<file path="src/rtl/regfile_write_arbiter_if.sv">
// regfile_write_arbiter_if: writeback bus between NUM_REQ requesters, the arbiter and the regfile write port.
// Signals:
//   req_valid/req_ready     per-requester handshake (ready is one-hot or zero)
//   req_address/req_data    packed per-requester destination register and data
//   wb_hold                 blocks new grants for the cycle
//   rd_address/rd_data      regfile write port (address 0 = no write)
//   wb_valid/wb_grant_id    output stage holds a real write / its source index
//   RF_WB_FWD_EN adds rs1/rs2 read addresses, raw regfile read data and forwarded read data.
// Modports: master = requester/regfile side, slave = arbiter.
interface regfile_write_arbiter_if #(
    parameter int NUM_REQ = 2,
    parameter int XLEN    = 32,
    parameter int ADDR_W  = 5
);
    localparam int ID_W = $clog2(NUM_REQ);
    logic [NUM_REQ-1:0]        req_valid;
    logic [NUM_REQ-1:0]        req_ready;
    logic [NUM_REQ*ADDR_W-1:0] req_address;
    logic [NUM_REQ*XLEN-1:0]   req_data;
    logic                      wb_hold;
    logic [ADDR_W-1:0]         rd_address;
    logic [XLEN-1:0]           rd_data;
    logic                      wb_valid;
    logic [ID_W-1:0]           wb_grant_id;
`ifdef RF_WB_FWD_EN
    logic [ADDR_W-1:0]         rs1_address, rs2_address;
    logic [XLEN-1:0]           rs1_rf_data, rs2_rf_data;
    logic [XLEN-1:0]           rs1_data, rs2_data;
    modport master (
        output req_valid, req_address, req_data, wb_hold,
        output rs1_address, rs2_address, rs1_rf_data, rs2_rf_data,
        input  req_ready, rd_address, rd_data, wb_valid, wb_grant_id,
        input  rs1_data, rs2_data
    );
    modport slave (
        input  req_valid, req_address, req_data, wb_hold,
        input  rs1_address, rs2_address, rs1_rf_data, rs2_rf_data,
        output req_ready, rd_address, rd_data, wb_valid, wb_grant_id,
        output rs1_data, rs2_data
    );
`else
    modport master (
        output req_valid, req_address, req_data, wb_hold,
        input  req_ready, rd_address, rd_data, wb_valid, wb_grant_id
    );
    modport slave (
        input  req_valid, req_address, req_data, wb_hold,
        output req_ready, rd_address, rd_data, wb_valid, wb_grant_id
    );
`endif
endinterface

</file>
<file path="src/rtl/regfile_write_arbiter.sv">
// regfile_write_arbiter: round-robin share of the single regfile write port among NUM_REQ writeback sources.
// Ports:
//   clk    clock, all state on posedge
//   reset  synchronous active-high reset
//   bus    regfile_write_arbiter_if.slave (handshake, write port, optional forwarding)
// Optional feature: define RF_WB_FWD_EN to compile in output-stage forwarding to the rs1/rs2 read ports.
// Idle cycles drive rd_address=0 because the regfile writes every clock and x0 writes are discarded.
module regfile_write_arbiter #(
    parameter int NUM_REQ = 2,
    parameter int XLEN    = 32,
    parameter int ADDR_W  = 5
) (
    input  logic                  clk,
    input  logic                  reset,
    regfile_write_arbiter_if.slave bus
);
    localparam int ID_W = $clog2(NUM_REQ);

    logic [ID_W-1:0]    rr_q, rr_d, gid;
    logic [ID_W-1:0]    wb_grant_id_q, wb_grant_id_d;
    logic [NUM_REQ-1:0] grant;
    logic               xfer;
    logic [ADDR_W-1:0]  sel_addr, rd_address_q, rd_address_d;
    logic [XLEN-1:0]    sel_data, rd_data_q, rd_data_d;
    logic               wb_valid_q, wb_valid_d;

    always_comb begin
        gid = rr_q;
        // Scan from the farthest position back to rr_ptr so the closest valid requester wins.
        for (int k = NUM_REQ - 1; k >= 0; k--) begin
            if (bus.req_valid[ID_W'((int'(rr_q) + k) % NUM_REQ)]) gid = ID_W'((int'(rr_q) + k) % NUM_REQ);
        end
        // Ready is independent of address/data; zero during reset or hold.
        grant = (reset || bus.wb_hold || !(|bus.req_valid)) ? '0 : ({{(NUM_REQ-1){1'b0}}, 1'b1} << gid);
        xfer = |grant;
        sel_addr = bus.req_address[gid*ADDR_W +: ADDR_W];
        sel_data = bus.req_data[gid*XLEN +: XLEN];
        rr_d = xfer ? ((gid == ID_W'(NUM_REQ - 1)) ? '0 : gid + 1'b1) : rr_q;
        rd_address_d = xfer ? sel_addr : '0;
        rd_data_d = xfer ? sel_data : rd_data_q;
        wb_valid_d = xfer && (sel_addr != '0);
        wb_grant_id_d = xfer ? gid : wb_grant_id_q;
    end

    always_ff @(posedge clk) begin
        if (reset) begin
            rr_q          <= '0;
            rd_address_q  <= '0;
            rd_data_q     <= '0;
            wb_valid_q    <= 1'b0;
            wb_grant_id_q <= '0;
        end else begin
            rr_q          <= rr_d;
            rd_address_q  <= rd_address_d;
            rd_data_q     <= rd_data_d;
            wb_valid_q    <= wb_valid_d;
            wb_grant_id_q <= wb_grant_id_d;
        end
    end

    assign bus.req_ready   = grant;
    assign bus.rd_address  = rd_address_q;
    assign bus.rd_data     = rd_data_q;
    assign bus.wb_valid    = wb_valid_q;
    assign bus.wb_grant_id = wb_grant_id_q;

`ifdef RF_WB_FWD_EN
    // x0 never forwards since wb_valid is low for x0 writes.
    assign bus.rs1_data = (wb_valid_q && bus.rs1_address == rd_address_q) ? rd_data_q : bus.rs1_rf_data;
    assign bus.rs2_data = (wb_valid_q && bus.rs2_address == rd_address_q) ? rd_data_q : bus.rs2_rf_data;
`endif
endmodule

</file>
<file path="src/flat_wrapper.sv">
// flat-port wrapper written by rule: the top's interface ports become plain ports
module regfile_write_arbiter_flat 
#(
    parameter int NUM_REQ = 2,
    parameter int XLEN    = 32,
    parameter int ADDR_W  = 5
)
  (clk, reset, bus_req_valid, bus_req_address, bus_req_data, bus_wb_hold, bus_req_ready, bus_rd_address, bus_rd_data, bus_wb_valid, bus_wb_grant_id);
  regfile_write_arbiter_if #(.NUM_REQ(NUM_REQ), .XLEN(XLEN), .ADDR_W(ADDR_W)) bus_i ();
  input  logic clk;
  input  logic reset;
  input wire logic [$bits(bus_i.req_valid)-1:0] bus_req_valid;
  input wire logic [$bits(bus_i.req_address)-1:0] bus_req_address;
  input wire logic [$bits(bus_i.req_data)-1:0] bus_req_data;
  input wire logic [$bits(bus_i.wb_hold)-1:0] bus_wb_hold;
  output wire logic [$bits(bus_i.req_ready)-1:0] bus_req_ready;
  output wire logic [$bits(bus_i.rd_address)-1:0] bus_rd_address;
  output wire logic [$bits(bus_i.rd_data)-1:0] bus_rd_data;
  output wire logic [$bits(bus_i.wb_valid)-1:0] bus_wb_valid;
  output wire logic [$bits(bus_i.wb_grant_id)-1:0] bus_wb_grant_id;
  assign bus_i.req_valid = bus_req_valid;
  assign bus_i.req_address = bus_req_address;
  assign bus_i.req_data = bus_req_data;
  assign bus_i.wb_hold = bus_wb_hold;
  assign bus_req_ready = bus_i.req_ready;
  assign bus_rd_address = bus_i.rd_address;
  assign bus_rd_data = bus_i.rd_data;
  assign bus_wb_valid = bus_i.wb_valid;
  assign bus_wb_grant_id = bus_i.wb_grant_id;
  regfile_write_arbiter #(.NUM_REQ(NUM_REQ), .XLEN(XLEN), .ADDR_W(ADDR_W)) u_core (.clk(clk), .reset(reset), .bus(bus_i));
endmodule
</file>
<file path="config.mk">
export PLATFORM = sky130hd
export DESIGN_NAME = regfile_write_arbiter_flat
export DESIGN_NICKNAME = d
export VERILOG_FILES = /design/src/rtl/regfile_write_arbiter_if.sv /design/src/rtl/regfile_write_arbiter.sv /design/src/flat_wrapper.sv
export SDC_FILE = /design/constraint.sdc
export NUM_CORES = 1
export LEC_CHECK = 0
export CORE_AREA = 2 2 72 74
export CTS_CLUSTER_SIZE = 20
export DETAILED_ROUTE_END_ITERATION = 8
export DIE_AREA = 0 0 74 76
export GPL_ROUTABILITY_DRIVEN = 0
export PLACE_DENSITY = 0.9
export SYNTH_ARGS = -nofsm -noshare
export SYNTH_HDL_FRONTEND = slang
export SYNTH_SLANG_ARGS = --single-unit
</file>
<file path="constraint.sdc">
create_clock -name clk -period 3.8 [get_ports clk]
set_input_delay 0.76 -clock clk [delete_from_list [all_inputs] [get_ports clk]]
set_output_delay 0.76 -clock clk [all_outputs]
set_load 0.01 [all_outputs]
</file>
Yosys cells after proc, flatten, opt, wreduce, memory -nomap -nowiden. Cells that the tools add are included.

Register bits: 40. Output and inout port bits: 41. Input port bits: 79. Word-level logic and storage cells: 30.

Reduce and logical (&&, ||, !) cells: 8. Shift operators: 3. Multiplexer cells: 8. $add $sub $neg: 2. Multipliers: 1. Magnitude comparators: 2. Bitwise logic cells: 1.

Operators by type and width (number): variable part select 64 x 7 -> 32 bit (1); variable part select 10 x 5 -> 5 bit (1); two-way mux 1 bit (7); < comparator 1 x 3 -> 1 bit (second input constant) (2); OR reduction 2 bit (3); nonzero test 5 bit (1); multiplier 1 x 3 -> 4 bit (second input constant) (1); adder 1 bit (second input constant) (2); logical OR 1 bit (2); two-way mux 2 bit (1); left shift 1 x 1 -> 2 bit (first input constant) (1); logical AND 1 bit (1); logical NOT 1 bit (1); inverter 1 bit (1).

Depth between registers and ports, before layout. Gate-level depths: netlist of the first run.

Word-level depth: 11. Depth in mapped cells: 5. Depth with buffers taken out: 3.

Least setup slack after synthesis of the first run. OpenSTA, ideal clock, no wires.

Path type: input -> output. From: in reset. To: out bus_req_ready[0]. Data arrival time: 1.571 ns. Cell stages on the path: 4. Path buffers: 1. Required time: 3.040 ns. Path slack: 1.469 ns. Cells stage by stage: buf_6 -> or2_1 -> or3_1 -> inv_1.

Word-level cells in the longest chain between the ends: 3.

Ends and longest elaborated chain: from (decl) (RTL line flat_wrapper.sv:11) `input logic reset;`; logical OR 1 bit (2 in a row) (RTL line regfile_write_arbiter.sv:34) `grant = (reset || bus.wb_hold || !(|bus.req_valid)) ? '0 : ({{(NUM_REQ-1){1'b0}}, 1'b1} << gid);`; two-way mux 2 bit (RTL line regfile_write_arbiter.sv:34); to (decl) (RTL line flat_wrapper.sv:16) `output wire logic [$bits(bus_i.req_ready)-1:0] bus_req_ready;`.

No other way between the ends.

Final worst setup path of the first run.
From: in bus_wb_hold. To: out bus_req_ready[0].

Word-level cells in the longest chain between the ends: 3.

Ends and longest elaborated chain: from (decl) (RTL line flat_wrapper.sv:15) `input wire logic [$bits(bus_i.wb_hold)-1:0] bus_wb_hold;`; logical OR 1 bit (2 in a row) (RTL line regfile_write_arbiter.sv:34); two-way mux 2 bit (RTL line regfile_write_arbiter.sv:34).

No other way between the ends.

==> results of run 1 <==
==> power by group through the flow <==
stage	sequential [µW]	clock (µW)	combinational [µW]
after global routing	464	313	269
final	460	287	249
after global placement	469	0	245
after detailed placement	469	0	251
after CTS	460	296	252
after floorplan	478	0	92.2
==> tightest hold or removal path, stage by stage, from the launching register on <==
cell	delay (ns)
dfxtp_1	0.31
o21ai_0	0.07
a21oi_1	0.07
==> sequential cells by signal, summed over array words and instances, names as in the netlist <==
register and cells:
u_core.bus.rd_address 5, u_core.bus.rd_data 32, u_core.bus.wb_grant_id 1, u_core.bus.wb_valid 1, u_core.rr_q 1
==> stage by stage <==
stage,cells,setup WS [ns],power (µW),util,instance area (µm²)
floorplan,184,1.469,570.5,-,1793
global placement,359,0.5812,713.2,0.6131,3012
detailed placement,359,0.5545,720.2,0.6131,3012
CTS,367,0.5551,1008,0.6314,3102
global route,367,0.4997,1046,0.6314,3102
finish,367,0.5595,996.6,0.6314,3102
==> cell families (layout without fill, tap and decap cells) <==
kind of cell    Yosys count  after routing  share of synthesized area
simple gates             18             18                    0.05303
buf+inv                  21            134                    0.05932
mux                      37             37                     0.2066
compound gates           68             68                     0.2345
flops                    40             40                     0.4466
==> worst max path at each step <==
stage                            end  slack, ns  cells past startpoint
CTS                 bus_req_ready[0]       0.56                      5
floorplan           bus_req_ready[0]       1.47                      4
detailed placement  bus_req_ready[0]       0.55                      5
global placement    bus_req_ready[0]       0.58                      5
finish              bus_req_ready[0]       0.56                      5
global route        bus_req_ready[0]       0.50                      5
==> cell usage after synthesis <==
master    instances
dfxtp_1          40
mux2i_1          37
a21oi_1          34
a211oi_1         32
buf_2            13
nor2_1            6
clkbuf_1          4
nor3_1            3
inv_1             2
nor2_2            2
o21ai_0           2
or2_1             2
buf_4             1
buf_6             1
nand2_1           1
nand3_1           1
or3_1             1
or4_1             1
or4b_1            1
==> cell type report <==
cell class,count,area [µm²],share of cell area
timing repair buffer,124,1229,0.3961
multi-input combinational,123,885.9,0.2856
sequential,40,802.0,0.2586
clock buffer,8,90.09,0.02904
tap,70,87.58,0.02824
inverter,2,7.507,0.002420
==> placed cells by master (no fill, tap or decap), types with 3 or more instances in the layout <==
| cell type | count |
|---|---|
| dfxtp_1 | 39 |
| clkdlybuf4s50_1 | 119 |
| a21oi_1 | 34 |
| clkbuf_8 | 6 |
| a211oi_1 | 32 |
| nor2_1 | 6 |
| nor3_1 | 3 |
| buf_4 | 5 |
| mux2i_1 | 37 |
==> metal layers <==
metal,GRT usage,share of wire,vias to the layer above
met5,0,0,-
met4,0.06364,0.012,0
met3,0.05291,0.077,9
met2,0.3473,0.50,81
met1,0.2033,0.41,858
li1,-,-,905
==> impl_metrics.toml, run 1 <==
[global_route]
track_usage = 0.1901
grt_pass1_vias = 1921
antenna_found_initial = 0
grt_pass1_wl_um = 8459
grt_max_degree = 36
grt_overflow = 0

[yosys]
synth_area_per_cell_um2 = 9.744
netlist_area_mm2 = 0.001793
synth_cell_types = 19
synth.top_cells.by_area = "dfxtp_1 (45%), mux2i_1 (21%), a211oi_1 (13%)"
synthCells = 184
synth_fp_nets = 263
yosys.area.top_type = "dfxtp_1"
synth_warnings = 0
synth_top_area_share = 0.4466
ys_seq_area_frac = 0.4466
synth_seq_cells = 40

[timing]
finalHoldViolations = 0
rsz0062_at_grt = "no"
clock.fmax_mhz = 308.6
holdWs_ns = 0.4883
min_period_ns = 3.241
timing.setup.tns_ns = 0
worst_pin_slew_ns = 0.5457
slew_headroom = 0.6358
setup_viol = 0
worst_clock_skew_ns = 0.002681
final.period_utilization = 0.8528
maxSlewViolCount = 0

[floorplan]
die_area_mm2 = 0.005624
start_util = 0.3650
ios = 120
num_rows = 26
die_h_um = 76
die_x_um = 74
coreArea_mm2 = 0.004912

[power_and_ir_drop]
p_sw_uw = 249.1
clkPwrFrac = 0.288
p_sw_frac = 0.2499
leakage_uw = 0.001061
vdd_drop_max_v = 0.0001395
pwr-share-comb = 0.250
sequentialPowerShare = 0.462
p_int_uw = 747.5
p_per_area_mw_per_mm2 = 321.3

[worst_setup_path]
r2r_end = "u_core.bus.wb_valid"
critPathLaunchType = "input port"
rrSetupSlack_ns = 1.94
worstPathCellList = "clkdlybuf4s50_1, or2_1, or3_1, inv_1, clkdlybuf4s50_1"
crit_path_end_kind = "primary output"
crit_type = "input port to primary output"
slowest_delay_ns = 0.53
startpoint = "bus_wb_hold"
crit_top_cell = "clkdlybuf4s50_1"
crit_fanout = 4
slowest_stage = "clkdlybuf4s50_1"
cp_num_buf_inv = 3
r2r_cells = 4
required_ns = 3.04
crit_family = "buffers and inverters"
cp.arrival_ns = 2.48
r2r_start = "u_core.rr_q"

[min_path]
hold_start = "u_core.bus.wb_grant_id"
min_to = "u_core.bus.wb_grant_id"
hp-class = "flop to flop"
holdPathStages = 2

[clock_tree]
clkTransAtPathRegs_ns = 0.07
h-tree-depth = 2
ctsResizeCount = 0
clockRootBuffer = "clkbuf_8"
cts_setup_buffers = 0
clock_latency_ns = 0.28
clock_path_buffers = 2
cts_buffers = 5
cts_sinks = 40
cts_tree = "built"
cts_hold_buf = 0

[route]
first_iter_violations = 59
wl_um = 5264
first_pass_iters = 4
wl_per_cell_um = 14.34
vias = 1853
drc = 0
viasPerCell = 5.049
postRouteAntennaNets = 0

[finish]
fillers = 410
fin_nets = 375
insertedDiodeCount = 0
drive_gt1_frac = 0.04714
areaGrowthSynthToFinish_pct = 72.99

[place]
portBuffers = 119
hpwl_um = 3849

[run]
max-cap-violations = 0

[status]
status = "finished, final reports clean"
Power figures use the tool's default switching activity.
==> inputs of run 2 (changes only) <==
Settings changed: SLEW_MARGIN from default to 0.
==> results of run 2 <==
The final DEF is identical to that of run 1; final timing and power are the same.
==> edit 1, RTL diff (settings of run 2) <==
`XLEN` is set to 32 in 3 places; all go to 36.
--- a/src/rtl/regfile_write_arbiter_if.sv
+++ b/src/rtl/regfile_write_arbiter_if.sv
@@ -11,3 +11,3 @@
     parameter int NUM_REQ = 2,
-    parameter int XLEN    = 32,
+    parameter int XLEN    = 36,
     parameter int ADDR_W  = 5
--- a/src/rtl/regfile_write_arbiter.sv
+++ b/src/rtl/regfile_write_arbiter.sv
@@ -9,3 +9,3 @@
     parameter int NUM_REQ = 2,
-    parameter int XLEN    = 32,
+    parameter int XLEN    = 36,
     parameter int ADDR_W  = 5
--- a/src/flat_wrapper.sv
+++ b/src/flat_wrapper.sv
@@ -4,3 +4,3 @@
     parameter int NUM_REQ = 2,
-    parameter int XLEN    = 32,
+    parameter int XLEN    = 36,
     parameter int ADDR_W  = 5
Interface: changed (resized bus_rd_data and bus_req_data); port bits go from 120 to 132. No check against the original RTL was run, so the function may have changed too.
==> edit 1 against run 2 <==
  * Area after synthesis increased by 11%
  * Clock power decreased by 13%
  * Highest routed layer unchanged
  * Worst setup slack improved by 28 ps
  * Register-to-register slack improved by 140 ps
  * Sequential share of layout area increased by 0.27 points
  * Cell count increased by 6.5%
  * Sequential cell count increased by 4
  * Worst hold slack improved by 28 ps
  * Largest power group unchanged
  * Design area increased by 8.8%
  * Wire length increased by 5.7%
  * Power increased by 3.4%
==> edit 1: results (changes against run 2) <==
- DP Area: 3310 um^2 (+9.8%)
- Final wirelength: 5.57 mm (+5.7%)
- Port Buf Inserts: 131 (+10%)
- Syn Inst Count: 201 (+9.2%)
- Worst slew margin: 0.463 (-0.173)
- Initial DRC count: 76 (+29%)
- Sequential share of the synthesized area: 0.442 (-0.00440)
- Clock Path Buffers: 2 (unchanged)
- DP Cell Count: 386 (+7.5%)
- Syn Nets: 288 (+9.5%)
- Register-to-register setup slack: 2080 ps (+140 ps)
- Post-DP HPWL: 4.10 mm (+6.5%)
- M1 GR Usage: 0.215 (+0.0119)
- Leading post-synthesis cells by cell area: dfxtp_1, mux2i_1, a211oi_1
- Hold Slack: 516 ps (+28.2 ps)
- VDD IR max: 188 uV (+34%)
- GR Util met2: 0.372 (+0.0250)
- Critical path data arrival time: 2450 ps (-30 ps)
- Final setup skew: 5.05 ps (+2.37 ps)
- Filler cells: 396 (-3.4%)
- Layout cells sized above 1: 0.0436 (-0.00352)
- Post-synthesis mux area share: 0.206 (-0.000530)
- Leakage: 1.15 nW (+8.1%)
- Largest net degree at the start of global routing: 44 (+22%)
- Max reg flops: 36 (+13%)
- First-pass GRT wire length: 9.09 mm (+7.5%)
- Synth top cells by count: dfxtp_1, mux2i_1, a21oi_1
- Nets@finish: 410 (+9.3%)
- Vias in the first global route: 2,028 (+5.6%)
- Antenna Cells: 0 (unchanged)
- Sequential Area: 882 um^2 (+10%)
- Global routing usage on met3: 0.0463 (-0.00661)
- Fin crit share: 0.845 (-0.00746)
- Pre-CTS setup slack: 594 ps (+39.0 ps)
- Routed wire per std cell: 14.2 um (-0.77%)
- Total track usage: 0.199 (+0.00890)
- Status: completed
- Routed vias/inst: 5.05 (about the same)
-- edit 1: critical path: stages --
cell and delay, ps:
clkdlybuf4s50_1 450, or2_4 290, or3_1 370, inv_1 60, clkdlybuf4s50_1 520
-- edit 1: area by class of cell --
type | instances | area share
clock buffer | 5 | 0.0204
inverter | 2 | 0.00222
multi-input combinational | 135 | 0.293
sequential | 44 | 0.261
tap | 70 | 0.0259
timing repair buffer | 135 | 0.397
-- edit 1: per-layer routing --
layer	part of all wire	up-vias
li1	-	993
met1	0.38	896
met2	0.53	78
met3	0.072	6
met4	0.015	0
met5	0	-
-- edit 1: cells by family (layout without fill, tap and decap cells) --
| family | Yosys count | in the layout |
|---|---|---|
| buffers and inverters | 22 | 142 |
| multiplexers | 41 | 41 |
| AND/OR/NAND/NOR | 18 | 18 |
| AO/OA/AOI/OAI | 76 | 76 |
| flip-flops | 44 | 44 |
-- edit 1: where the power goes --
group | switching [mW] | internal (mW)
registers | 0.0133 | 0.490
clock network | 0.131 | 0.118
logic | 0.108 | 0.170
==> edit 2, RTL diff (flow settings as in run 2) <==
Made on the original files. `rd_address_q` and `rd_data_q` no longer have a reset.
--- a/src/rtl/regfile_write_arbiter.sv
+++ b/src/rtl/regfile_write_arbiter.sv
@@ -47,4 +47,2 @@
             rr_q          <= '0;
-            rd_address_q  <= '0;
-            rd_data_q     <= '0;
             wb_valid_q    <= 1'b0;
@@ -53,4 +51,2 @@
             rr_q          <= rr_d;
-            rd_address_q  <= rd_address_d;
-            rd_data_q     <= rd_data_d;
             wb_valid_q    <= wb_valid_d;
@@ -58,2 +54,7 @@
         end
+    end
+
+    always_ff @(posedge clk) begin
+        rd_address_q <= rd_address_d;
+        rd_data_q    <= rd_data_d;
     end
Function: differs if reset is asserted again (counterexample within 4 cycles, from zero or initial values and one cycle with reset high); with reset held inactive, the same outputs for 4 cycles.
==> edit 2 against run 2 <==
  * Wire length decreased by 14%
  * Cell count decreased by 20%
  * Worst setup slack improved by 99 ps
  * Count of clock-buffer cells in the layout decreased by 2
  * Area after synthesis decreased by 5.1%
  * Clock power decreased by 11%
  * Power decreased by 2.6%
  * Sequential cell count unchanged
  * Design area decreased by 2.1%
  * Largest cell class unchanged
==> edit 2: results (changes against run 2) <==
- Status: completed
- Mean area per synthesized cell: 16.5 um^2 (+70%)
- Antenna Cells: 0 (unchanged)
- Layout cells sized above 1: 0.204 (+0.157)
- EDFF count, synth: 32 (+32)
- Initial DRC count: 105 (+78%)
- Max FO, Critical Path: 10 (+6)
- Syn Nets: 182 (-31%)
- Prevailing post-synth register cell: edfxtp_1
- Leading post-synthesis cells by cell area: edfxtp_1, mux2_2, dfxtp_1
- Power share of the clock group: 0.263 (-0.025)
- Post-DP HPWL: 3.59 mm (-6.8%)
- Crit path from: bus_req_valid[1]
- Adder-Cell Fraction of Synth Area: 0 (unchanged)
- Final wirelength: 4.51 mm (-14%)
- DRT Pass-1 Iters: 4 (unchanged)
- Cts repair resizes: 0 (unchanged)
- Layout Cells excl Fill: 295 (-20%)
- Sequential share of the synthesized area: 0.659 (+0.212)
- Routed vias/inst: 4.55 (-9.9%)
- Hold Slack: 511 ps (+22.5 ps)
- Synth Area in Compound Gates: 0.0140 (-0.221)
- R2R Path End: u_core.bus.rd_data[23]
- DP Area: 2960 um^2 (-1.7%)
- Vias in the first global route: 1,368 (-29%)
- Worst Tran Pin Value: 430 ps (-115 ps)
- Register-to-register setup slack: 2230 ps (+290 ps)
- VDD IR max: 147 uV (+5.3%)
- Synth top cells by count: edfxtp_1, mux2_2, dfxtp_1, nor2_1, mux2i_1
- Max reg flops: 32 (unchanged)
- Net Sw Frac: 0.209 (-0.0404)
- CP peak stage delay: 540 ps
- Htree depth: 2 (unchanged)
- DP Cell Count: 288 (-20%)
- Skew-Pair Late Insertion Delay: 280 ps (about the same)
- Cell variety after synth: 15 (-4)
- First-pass GRT wire length: 6.72 mm (-21%)
- Total track usage: 0.157 (-0.0333)
- Pre-CTS setup slack: 656 ps (+102 ps)
- Worst Setup EP: bus_req_ready[0]
- Leakage: 1.06 nW (+0.20%)
- Worst reg2reg path depth: 2 (-2)
- Fin crit share: 0.827 (-0.0260)
- Final setup skew: 3.52 ps (+0.843 ps)
- Clock Path Buffers: 2 (unchanged)
- Max Slew Vio Count: 0 (unchanged)
- Post-synthesis mux area share: 0.247 (+0.0405)
edit 2: final cells by class:
| type | count | area, um^2 |
|---|---|---|
| Clock buffer | 6 | 72.6 |
| Clock inverter | 1 | 5.00 |
| Fill cell | 391 | 1870 |
| Inverter | 2 | 7.51 |
| Multi-Input combinational cell | 55 | 537 |
| Sequential cell | 40 | 1120 |
| Tap cell | 70 | 87.6 |
| Timing Repair Buffer | 121 | 1210 |
edit 2: power groups by stage:
stage | Combinational (mW) | Clock [mW] | Sequential (mW)
after CTS | 0.209 | 0.265 | 0.509
after detailed placement | 0.208 | 0 | 0.519
after floorplan | 0.0698 | 0 | 0.526
after global placement | 0.204 | 0 | 0.518
final | 0.206 | 0.256 | 0.509
after global routing | 0.221 | 0.286 | 0.511
edit 2: layer usage:
metal / vias to the layer above / GRT usage / wire [um]
met3: 5 / 0.0622 / 585
met1: 628 / 0.178 / 1720
met4: 0 / 0.0491 / 44
li1: 625 / - / -
met2: 84 / 0.265 / 2160
met5: - / 0 / 0
